$ cat src/rtl/simd_pkg.sv
// Shared SIMD dispatch types: opcodes, the buffered instruction
// record, FSM states and the opcode legality helper.
package simd_pkg;

   localparam int MAX_LANES = 8;
   localparam int OP_W      = 3;
   localparam int DATA_W    = 8;

   typedef enum logic [OP_W-1:0] {
      OP_ADD = 3'b000,
      OP_SUB = 3'b001,
      OP_OR  = 3'b010,
      OP_AND = 3'b011,
      OP_XOR = 3'b100
   } opcode_e;

   typedef enum logic [1:0] {
      ST_EMPTY,
      ST_ISSUE,
      ST_STALL
   } disp_state_e;

   // Mask is sized for the widest build; unused upper bits stay zero.
   typedef struct packed {
      logic [OP_W-1:0]      opcode;
      logic [DATA_W-1:0]    a;
      logic [DATA_W-1:0]    b;
      logic [MAX_LANES-1:0] mask;
   } instr_t;

   function automatic logic is_legal_opcode(
      input logic [OP_W-1:0] op
   );
      return op <= OP_XOR;
   endfunction

endpackage

$ cat src/rtl/simd_if.sv
// Dispatcher bus: upstream instruction handshake, lane issue
// broadcast, lane completion pulses and status outputs.
interface simd_if #(
   parameter int LANES      = 4,
   parameter int FIFO_DEPTH = 4
);
   import simd_pkg::*;

   localparam int CW = $clog2(FIFO_DEPTH + 1);

   logic                in_valid;
   logic                in_ready;
   logic [OP_W-1:0]     in_opcode;
   logic [DATA_W-1:0]   in_a;
   logic [DATA_W-1:0]   in_b;
   logic [LANES-1:0]    in_mask;
   logic [LANES-1:0]    issue_valid;
   logic [OP_W-1:0]     issue_opcode;
   logic [DATA_W-1:0]   issue_a;
   logic [DATA_W-1:0]   issue_b;
   logic [LANES-1:0]    lane_done;
   logic                illegal_op;
   logic                credit_err;
   logic [CW-1:0]       fifo_count;

   modport master (
      output in_valid, in_opcode, in_a, in_b,
      output in_mask, lane_done,
      input  in_ready, issue_valid, issue_opcode,
      input  issue_a, issue_b, illegal_op,
      input  credit_err, fifo_count
   );

   modport slave (
      input  in_valid, in_opcode, in_a, in_b,
      input  in_mask, lane_done,
      output in_ready, issue_valid, issue_opcode,
      output issue_a, issue_b, illegal_op,
      output credit_err, fifo_count
   );

endinterface

$ cat src/rtl/simd_fifo.sv
// Circular instruction buffer, DEPTH a power of two.
// Ports: push/wdata in, pop/rdata out (head), count of entries.
module simd_fifo #(
   parameter int WIDTH = 8,
   parameter int DEPTH = 4,
   localparam int CW   = $clog2(DEPTH + 1),
   localparam int AW   = $clog2(DEPTH)
) (
   input  logic             clk,
   input  logic             reset,
   input  logic             push,
   input  logic             pop,
   input  logic [WIDTH-1:0] wdata,
   output logic [WIDTH-1:0] rdata,
   output logic [CW-1:0]    count
);

   logic [WIDTH-1:0] mem_q [DEPTH];
   logic [AW-1:0]    wr_ptr_q, wr_ptr_d;
   logic [AW-1:0]    rd_ptr_q, rd_ptr_d;
   logic [CW-1:0]    count_q, count_d;

   // Pointers wrap naturally because DEPTH is a power of two.
   always_comb begin
      wr_ptr_d = wr_ptr_q;
      rd_ptr_d = rd_ptr_q;
      count_d  = count_q + CW'(push) - CW'(pop);
      if (push) wr_ptr_d = wr_ptr_q + AW'(1);
      if (pop)  rd_ptr_d = rd_ptr_q + AW'(1);
   end

   always_ff @(posedge clk) begin
      if (reset) begin
         wr_ptr_q <= '0;
         rd_ptr_q <= '0;
         count_q  <= '0;
      end else begin
         wr_ptr_q <= wr_ptr_d;
         rd_ptr_q <= rd_ptr_d;
         count_q  <= count_d;
      end
   end

   always_ff @(posedge clk) begin
      if (push) mem_q[wr_ptr_q] <= wdata;
   end

   assign rdata = mem_q[rd_ptr_q];
   assign count = count_q;

endmodule

$ cat src/rtl/simd_dispatch.sv
// In-order SIMD dispatcher with per-lane reservation credits.
// Ports: clk, reset, bus (simd_if slave: in/issue/done/status).
module simd_dispatch
   import simd_pkg::*;
#(
   parameter int LANES      = 4,
   parameter int FIFO_DEPTH = 4,
   parameter int RS_SIZE    = 4
) (
   input logic  clk,
   input logic  reset,
   simd_if.slave bus
);

   localparam int CW = $clog2(FIFO_DEPTH + 1);
   localparam int KW = $clog2(RS_SIZE + 1);
   localparam int IW = $bits(instr_t);

   disp_state_e state;

   instr_t        wr_instr;
   instr_t        head;
   logic [CW-1:0] count;
   logic          push;
   logic          pop;
   logic          legal;
   logic          blocked;
   logic          issue_now;
   logic          err_hit;

   logic [LANES-1:0]          issue_valid_q, issue_valid_d;
   logic [OP_W-1:0]           issue_op_q, issue_op_d;
   logic [DATA_W-1:0]         issue_a_q, issue_a_d;
   logic [DATA_W-1:0]         issue_b_q, issue_b_d;
   logic                      illegal_q, illegal_d;
   logic                      credit_err_q, credit_err_d;
   logic [LANES-1:0][KW-1:0]  credit_q, credit_d;

   always_comb begin
      wr_instr        = '0;
      wr_instr.opcode = bus.in_opcode;
      wr_instr.a      = bus.in_a;
      wr_instr.b      = bus.in_b;
      wr_instr.mask   = MAX_LANES'(bus.in_mask);
   end

   // No bypass: a full buffer refuses even when the head pops.
   assign bus.in_ready = count < CW'(FIFO_DEPTH);
   assign push         = bus.in_valid && bus.in_ready;

   simd_fifo #(
      .WIDTH (IW),
      .DEPTH (FIFO_DEPTH)
   ) u_fifo (
      .clk   (clk),
      .reset (reset),
      .push  (push),
      .pop   (pop),
      .wdata (wr_instr),
      .rdata (head),
      .count (count)
   );

   // State is a pure function of the head and the credits.
   // An illegal head is always consumable, so it counts as ISSUE.
   always_comb begin
      state     = ST_EMPTY;
      pop       = 1'b0;
      issue_now = 1'b0;
      illegal_d = 1'b0;
      blocked   = 1'b0;
      legal     = is_legal_opcode(head.opcode)
                  && (head.mask != '0);
      for (int i = 0; i < LANES; i++) begin
         if (head.mask[i] && credit_q[i] == '0)
            blocked = 1'b1;
      end
      if (count != '0)
         state = (!legal || !blocked) ? ST_ISSUE : ST_STALL;
      unique case (state)
         ST_ISSUE: begin
            pop       = 1'b1;
            issue_now = legal;
            illegal_d = !legal;
         end
         ST_EMPTY, ST_STALL: ;
         default: ;
      endcase
   end

   always_comb begin
      issue_valid_d = '0;
      issue_op_d    = issue_op_q;
      issue_a_d     = issue_a_q;
      issue_b_d     = issue_b_q;
      if (issue_now) begin
         issue_valid_d = head.mask[LANES-1:0];
         issue_op_d    = head.opcode;
         issue_a_d     = head.a;
         issue_b_d     = head.b;
      end
   end

   // Issue and done on the same lane cancel out; a done at full
   // credit is dropped and flagged.
   always_comb begin
      credit_d = credit_q;
      err_hit  = 1'b0;
      for (int i = 0; i < LANES; i++) begin
         if (issue_now && head.mask[i]
             && !bus.lane_done[i]) begin
            credit_d[i] = credit_q[i] - KW'(1);
         end else if (bus.lane_done[i]
             && !(issue_now && head.mask[i])) begin
            if (credit_q[i] == KW'(RS_SIZE))
               err_hit = 1'b1;
            else
               credit_d[i] = credit_q[i] + KW'(1);
         end
      end
      credit_err_d = credit_err_q | err_hit;
   end

   always_ff @(posedge clk) begin
      if (reset) begin
         issue_valid_q <= '0;
         issue_op_q    <= '0;
         issue_a_q     <= '0;
         issue_b_q     <= '0;
         illegal_q     <= 1'b0;
         credit_err_q  <= 1'b0;
         credit_q      <= {LANES{KW'(RS_SIZE)}};
      end else begin
         issue_valid_q <= issue_valid_d;
         issue_op_q    <= issue_op_d;
         issue_a_q     <= issue_a_d;
         issue_b_q     <= issue_b_d;
         illegal_q     <= illegal_d;
         credit_err_q  <= credit_err_d;
         credit_q      <= credit_d;
      end
   end

   assign bus.issue_valid  = issue_valid_q;
   assign bus.issue_opcode = issue_op_q;
   assign bus.issue_a      = issue_a_q;
   assign bus.issue_b      = issue_b_q;
   assign bus.illegal_op   = illegal_q;
   assign bus.credit_err   = credit_err_q;
   assign bus.fifo_count   = count;

endmodule

$ cat src/flat_wrapper.sv
// flat-port wrapper written by rule: the top's interface ports become plain ports
module simd_dispatch_flat import simd_pkg::*;
#(
   parameter int LANES      = 4,
   parameter int FIFO_DEPTH = 4,
   parameter int RS_SIZE    = 4
)
  (clk, reset, bus_in_valid, bus_in_opcode, bus_in_a, bus_in_b, bus_in_mask, bus_lane_done, bus_in_ready, bus_issue_valid, bus_issue_opcode, bus_issue_a, bus_issue_b, bus_illegal_op, bus_credit_err, bus_fifo_count);
  simd_if #(.LANES(LANES), .FIFO_DEPTH(FIFO_DEPTH)) bus_i ();
  input logic clk;
  input logic reset;
  input wire logic [$bits(bus_i.in_valid)-1:0] bus_in_valid;
  input wire logic [$bits(bus_i.in_opcode)-1:0] bus_in_opcode;
  input wire logic [$bits(bus_i.in_a)-1:0] bus_in_a;
  input wire logic [$bits(bus_i.in_b)-1:0] bus_in_b;
  input wire logic [$bits(bus_i.in_mask)-1:0] bus_in_mask;
  input wire logic [$bits(bus_i.lane_done)-1:0] bus_lane_done;
  output wire logic [$bits(bus_i.in_ready)-1:0] bus_in_ready;
  output wire logic [$bits(bus_i.issue_valid)-1:0] bus_issue_valid;
  output wire logic [$bits(bus_i.issue_opcode)-1:0] bus_issue_opcode;
  output wire logic [$bits(bus_i.issue_a)-1:0] bus_issue_a;
  output wire logic [$bits(bus_i.issue_b)-1:0] bus_issue_b;
  output wire logic [$bits(bus_i.illegal_op)-1:0] bus_illegal_op;
  output wire logic [$bits(bus_i.credit_err)-1:0] bus_credit_err;
  output wire logic [$bits(bus_i.fifo_count)-1:0] bus_fifo_count;
  assign bus_i.in_valid = bus_in_valid;
  assign bus_i.in_opcode = bus_in_opcode;
  assign bus_i.in_a = bus_in_a;
  assign bus_i.in_b = bus_in_b;
  assign bus_i.in_mask = bus_in_mask;
  assign bus_i.lane_done = bus_lane_done;
  assign bus_in_ready = bus_i.in_ready;
  assign bus_issue_valid = bus_i.issue_valid;
  assign bus_issue_opcode = bus_i.issue_opcode;
  assign bus_issue_a = bus_i.issue_a;
  assign bus_issue_b = bus_i.issue_b;
  assign bus_illegal_op = bus_i.illegal_op;
  assign bus_credit_err = bus_i.credit_err;
  assign bus_fifo_count = bus_i.fifo_count;
  simd_dispatch #(.LANES(LANES), .FIFO_DEPTH(FIFO_DEPTH), .RS_SIZE(RS_SIZE)) u_core (.clk(clk), .reset(reset), .bus(bus_i));
endmodule
$ cat config.mk
export PLATFORM = sky130hd
export DESIGN_NAME = simd_dispatch_flat
export DESIGN_NICKNAME = d
export VERILOG_FILES = /design/src/rtl/simd_pkg.sv /design/src/rtl/simd_if.sv /design/src/rtl/simd_fifo.sv /design/src/rtl/simd_dispatch.sv /design/src/flat_wrapper.sv
export SDC_FILE = /design/constraint.sdc
export NUM_CORES = 1
export LEC_CHECK = 0
export BUFFER_PORTS_ARGS = -buffer_cell sky130_fd_sc_hd__buf_2
export CORE_MARGIN = 2
export CORE_UTILIZATION = 40
export CTS_CLUSTER_DIAMETER = 40
export DETAILED_ROUTE_END_ITERATION = 16
export PLACE_DENSITY = 0.6
export SYNTH_ARGS = -nofsm -noshare
export SYNTH_HDL_FRONTEND = slang
export SYNTH_SLANG_ARGS = --single-unit
$ cat constraint.sdc
create_clock -name clk -period 6.51 [get_ports clk]
set_input_delay 0.3255 -clock clk [delete_from_list [all_inputs] [get_ports clk]]
set_output_delay 0.3255 -clock clk [all_outputs]
set_load 0.02 [all_outputs]
==> summary.txt <==
Synth
  – Post-Syn Area per Cell: 14.96 um^2
  – Synth area leader: edfxtp_1
  – Synth Area in Adders: 4.905%
  – Synth warn: 0
  – Syn Nets: 424
  – Complex-gate fraction of the synthesized area: 7.001%
  – Post-synth EDFFs: 92
  – Post-Synth XOR/XNOR Area: 1.093%
  – Main combinational cell family by area after synthesis: multiplexers
  – Simple-gate share of the synthesized area: 7.269%
  – Synth top area cells: edfxtp_1 (49%), dfxtp_1 (16%), mux4_2 (6.8%)
  – Commonest cells in the netlist: edfxtp_1 (92), dfxtp_1 (46), a21oi_1 (31)
  – Synth async-reset ratio: 0%
  – Cells after Synth: 375
  – Cell Area, Synth: 0.005612 mm^2
  – Synth top area share: 49.23%
  – Number of distinct library cells after synthesis: 38
  – #FFs+latches synth: 138
  – Mux cell area share after synthesis: 10.23%
  – Top-count cell post-synth: edfxtp_1
  – Sequential fraction of the synthesis area: 65.64%
  – Ys flop type: edfxtp_1

Detailed routing
  – Drt pass-1 iters: 4
  – Post-route DRC: 0
  – Routed vias/inst: 5.215
  – DRT iter0 DRCs: 179
  – Final WL: 11.08 mm
  – Antenna viol nets, final: 0
  – WL per Instance: 17.52 um
  – DR vias: 3296

Worst setup path
  – Setup CP Type: reg2reg
  – WP data required: 6.78 ns
  – Critical Path AT: 4.65 ns
  – CP startpoint kind: flop
  – Setup crit end kind: flop
  – Worst-path maximum fanout: 24

Timing
  – Hold Vio Cnt, Final: 0
  – Highest Clock Rate: 228.1 MHz
  – Setup TNS: 0 ns
  – Hold WS: 0.1190 ns
  – RSZ-0062 raised after global routing: false
  – Slew @ Worst Pin: 1.233 ns
  – Worst clock skew: 0.01051 ns
  – Min Tclk post-route: 4.383 ns
  – Worst slew margin: 17.53%
  – Final setup fails: 0
  – Crit share post-route: 67.33%
  – Max Slew Vio Count: 0

Clock tree
  – Post-CTS setup buffers: 0
  – CTS tree: built
  – TritonCTS Buffers: 17
  – CTS resizes: 0
  – Hold_buf cts: 0
  – Clock transition at path regs: 0.06 ns
  – Clk buf depth: 2
  – Skew-Pair Late Insertion Delay: 0.42 ns
  – CTS Sinks: 138
  – Clock root cell: clkbuf_16
  – Max H-tree Level: 4

Die
  – Die Span Y: 122.4 um
  – Starting Density: 40.74%
  – Die width: 122.4 um
  – Row cnt: 43
  – Core Footprint: 0.01377 mm^2
  – # IOs: 59
  – Die footprint: 0.01499 mm^2

Placement
  – I/O Buffers: 58
  – Placed cell areas: 0.006061 mm^2
  – GP Congestion: 0.7131
  – HPWL after detailed placement: 6.816 mm

Global routing
  – Initial antenna violation count: 0
  – Vias in the first global route: 3436
  – Global Route Usage Sum: 16.15%
  – Grt ovf: 0
  – Largest net degree at the start of global routing: 40
  – First-pass GRT wire length: 17.46 mm

Finish
  – Final #Nets: 488
  – Layout cells sized above 1: 26.99%
  – Final instance area: 0.006678 mm^2
  – Antenna diodes: 0
  – Area Overhead vs Synth: 19.00%

Pwr
  – Leak: 2.436 nW
  – PD cells: 474.9 mW/mm^2
  – Maximum vdd drop: 0.0002260 V

Outcome
  – Status: finished, final reports clean

Worst hold path
  – Hold_sp: bus_in_opcode[2]
  – Worst hold path type: in2reg

Flow run
  – Max-Cap Viols: 0
-- registers in the layout, summed over array words and instances (netlist names), 2 cells and up, named ones only --
signal,flops
u_core.u_fifo.mem_q,92
u_core.bus.issue_opcode,3
u_core.bus.issue_valid,4
u_core.bus.issue_a,8
u_core.credit_q,12
u_core.u_fifo.wr_ptr_q,2
u_core.bus.issue_b,8
u_core.u_fifo.rd_ptr_q,2
u_core.u_fifo.count,3
-- critical path, stage by stage, from the launching register on --
cell and delay, ns:
dfxtp_1 0.93, buf_4 0.38, mux4_1 0.73, o41a_2 0.74, and3_1 0.29, ha_1 0.21, nor4b_1 0.62, nor3_1 0.11
a21oi_1 0.16, nor2_1 0.06
-- path summary, 6_finish.rpt --
kind	to	slack, ns	cells past startpoint
hold reg to reg	u_core.bus.issue_b[7]$_SDFFE_PP0N_	0.47	2
setup / recovery	u_core.credit_q[3]$_SDFFE_PP0P_	2.13	9
setup reg to reg	u_core.credit_q[3]$_SDFFE_PP0P_	2.13	9
hold / removal	u_core.u_fifo.mem_q[2][22]$_DFFE_PP_	0.12	1
-- routing by layer --
metal  up-vias  part of all wire [%]  global-route usage (%)
li1       1543                     -                       -
met1      1659                    40                   17.53
met2        73                    53                   28.44
met3        21                   4.5                   5.065
met4         0                   2.3                   7.974
met5         -                     0                       0
-- stage by stage --
step | util (%) | setup slack (ns) | std cells | power, W
3_3_place_gp | 44.00 | 2.163 | 600 | 0.002198
4_1_cts | 48.48 | 2.022 | 632 | 0.003209
2_1_floorplan | - | 3.526 | 375 | 0.001963
5_1_grt | 48.48 | 1.786 | 632 | 0.003365
6_report | 48.48 | 2.127 | 632 | 0.003171
3_5_place_dp | 44.00 | 2.052 | 600 | 0.002228
-- placed cells by master, fill, tap and decap left out, drive strengths merged, types with 3 or more instances in the layout --
cell type  instances
o31ai              3
and3              10
and2               4
xor2               3
nor3              13
inv               32
nor2b              4
edfxtp            92
nor4b              4
dfxtp             46
fa                 5
clkbuf            23
nand3             20
ha                14
a21oi             32
mux2               3
o311ai             3
xnor2              4
nor2              17
o21ai             21
buf               63
mux4              23
-- logic make-up (layout without fill, tap and decap cells) --
group	Yosys count	in the layout
xor+xnor	7	7
fa+ha+maj	19	19
compound gates	65	65
flops	138	138
simple gates	75	75
mux	26	26
buf+inv	45	122
-- power by group --
group / internal [W] / switching, W / total, W
Clock: 0.000611 / 0.000364 / 0.000975
Sequential: 0.00110 / 0.000117 / 0.00122
Combinational: 0.000381 / 0.000597 / 0.000978
-- cell type report --
type | instances | area, um^2
inverter | 27 | 101.3
clock inverter | 9 | 95.09
multi-input combinational | 192 | 1723
tap | 180 | 225.2
sequential | 138 | 3684
fill | 1192 | 7096
timing repair buffer | 63 | 327.8
clock buffer | 23 | 521.8
Note: power is estimated with default switching activity, not from simulation.
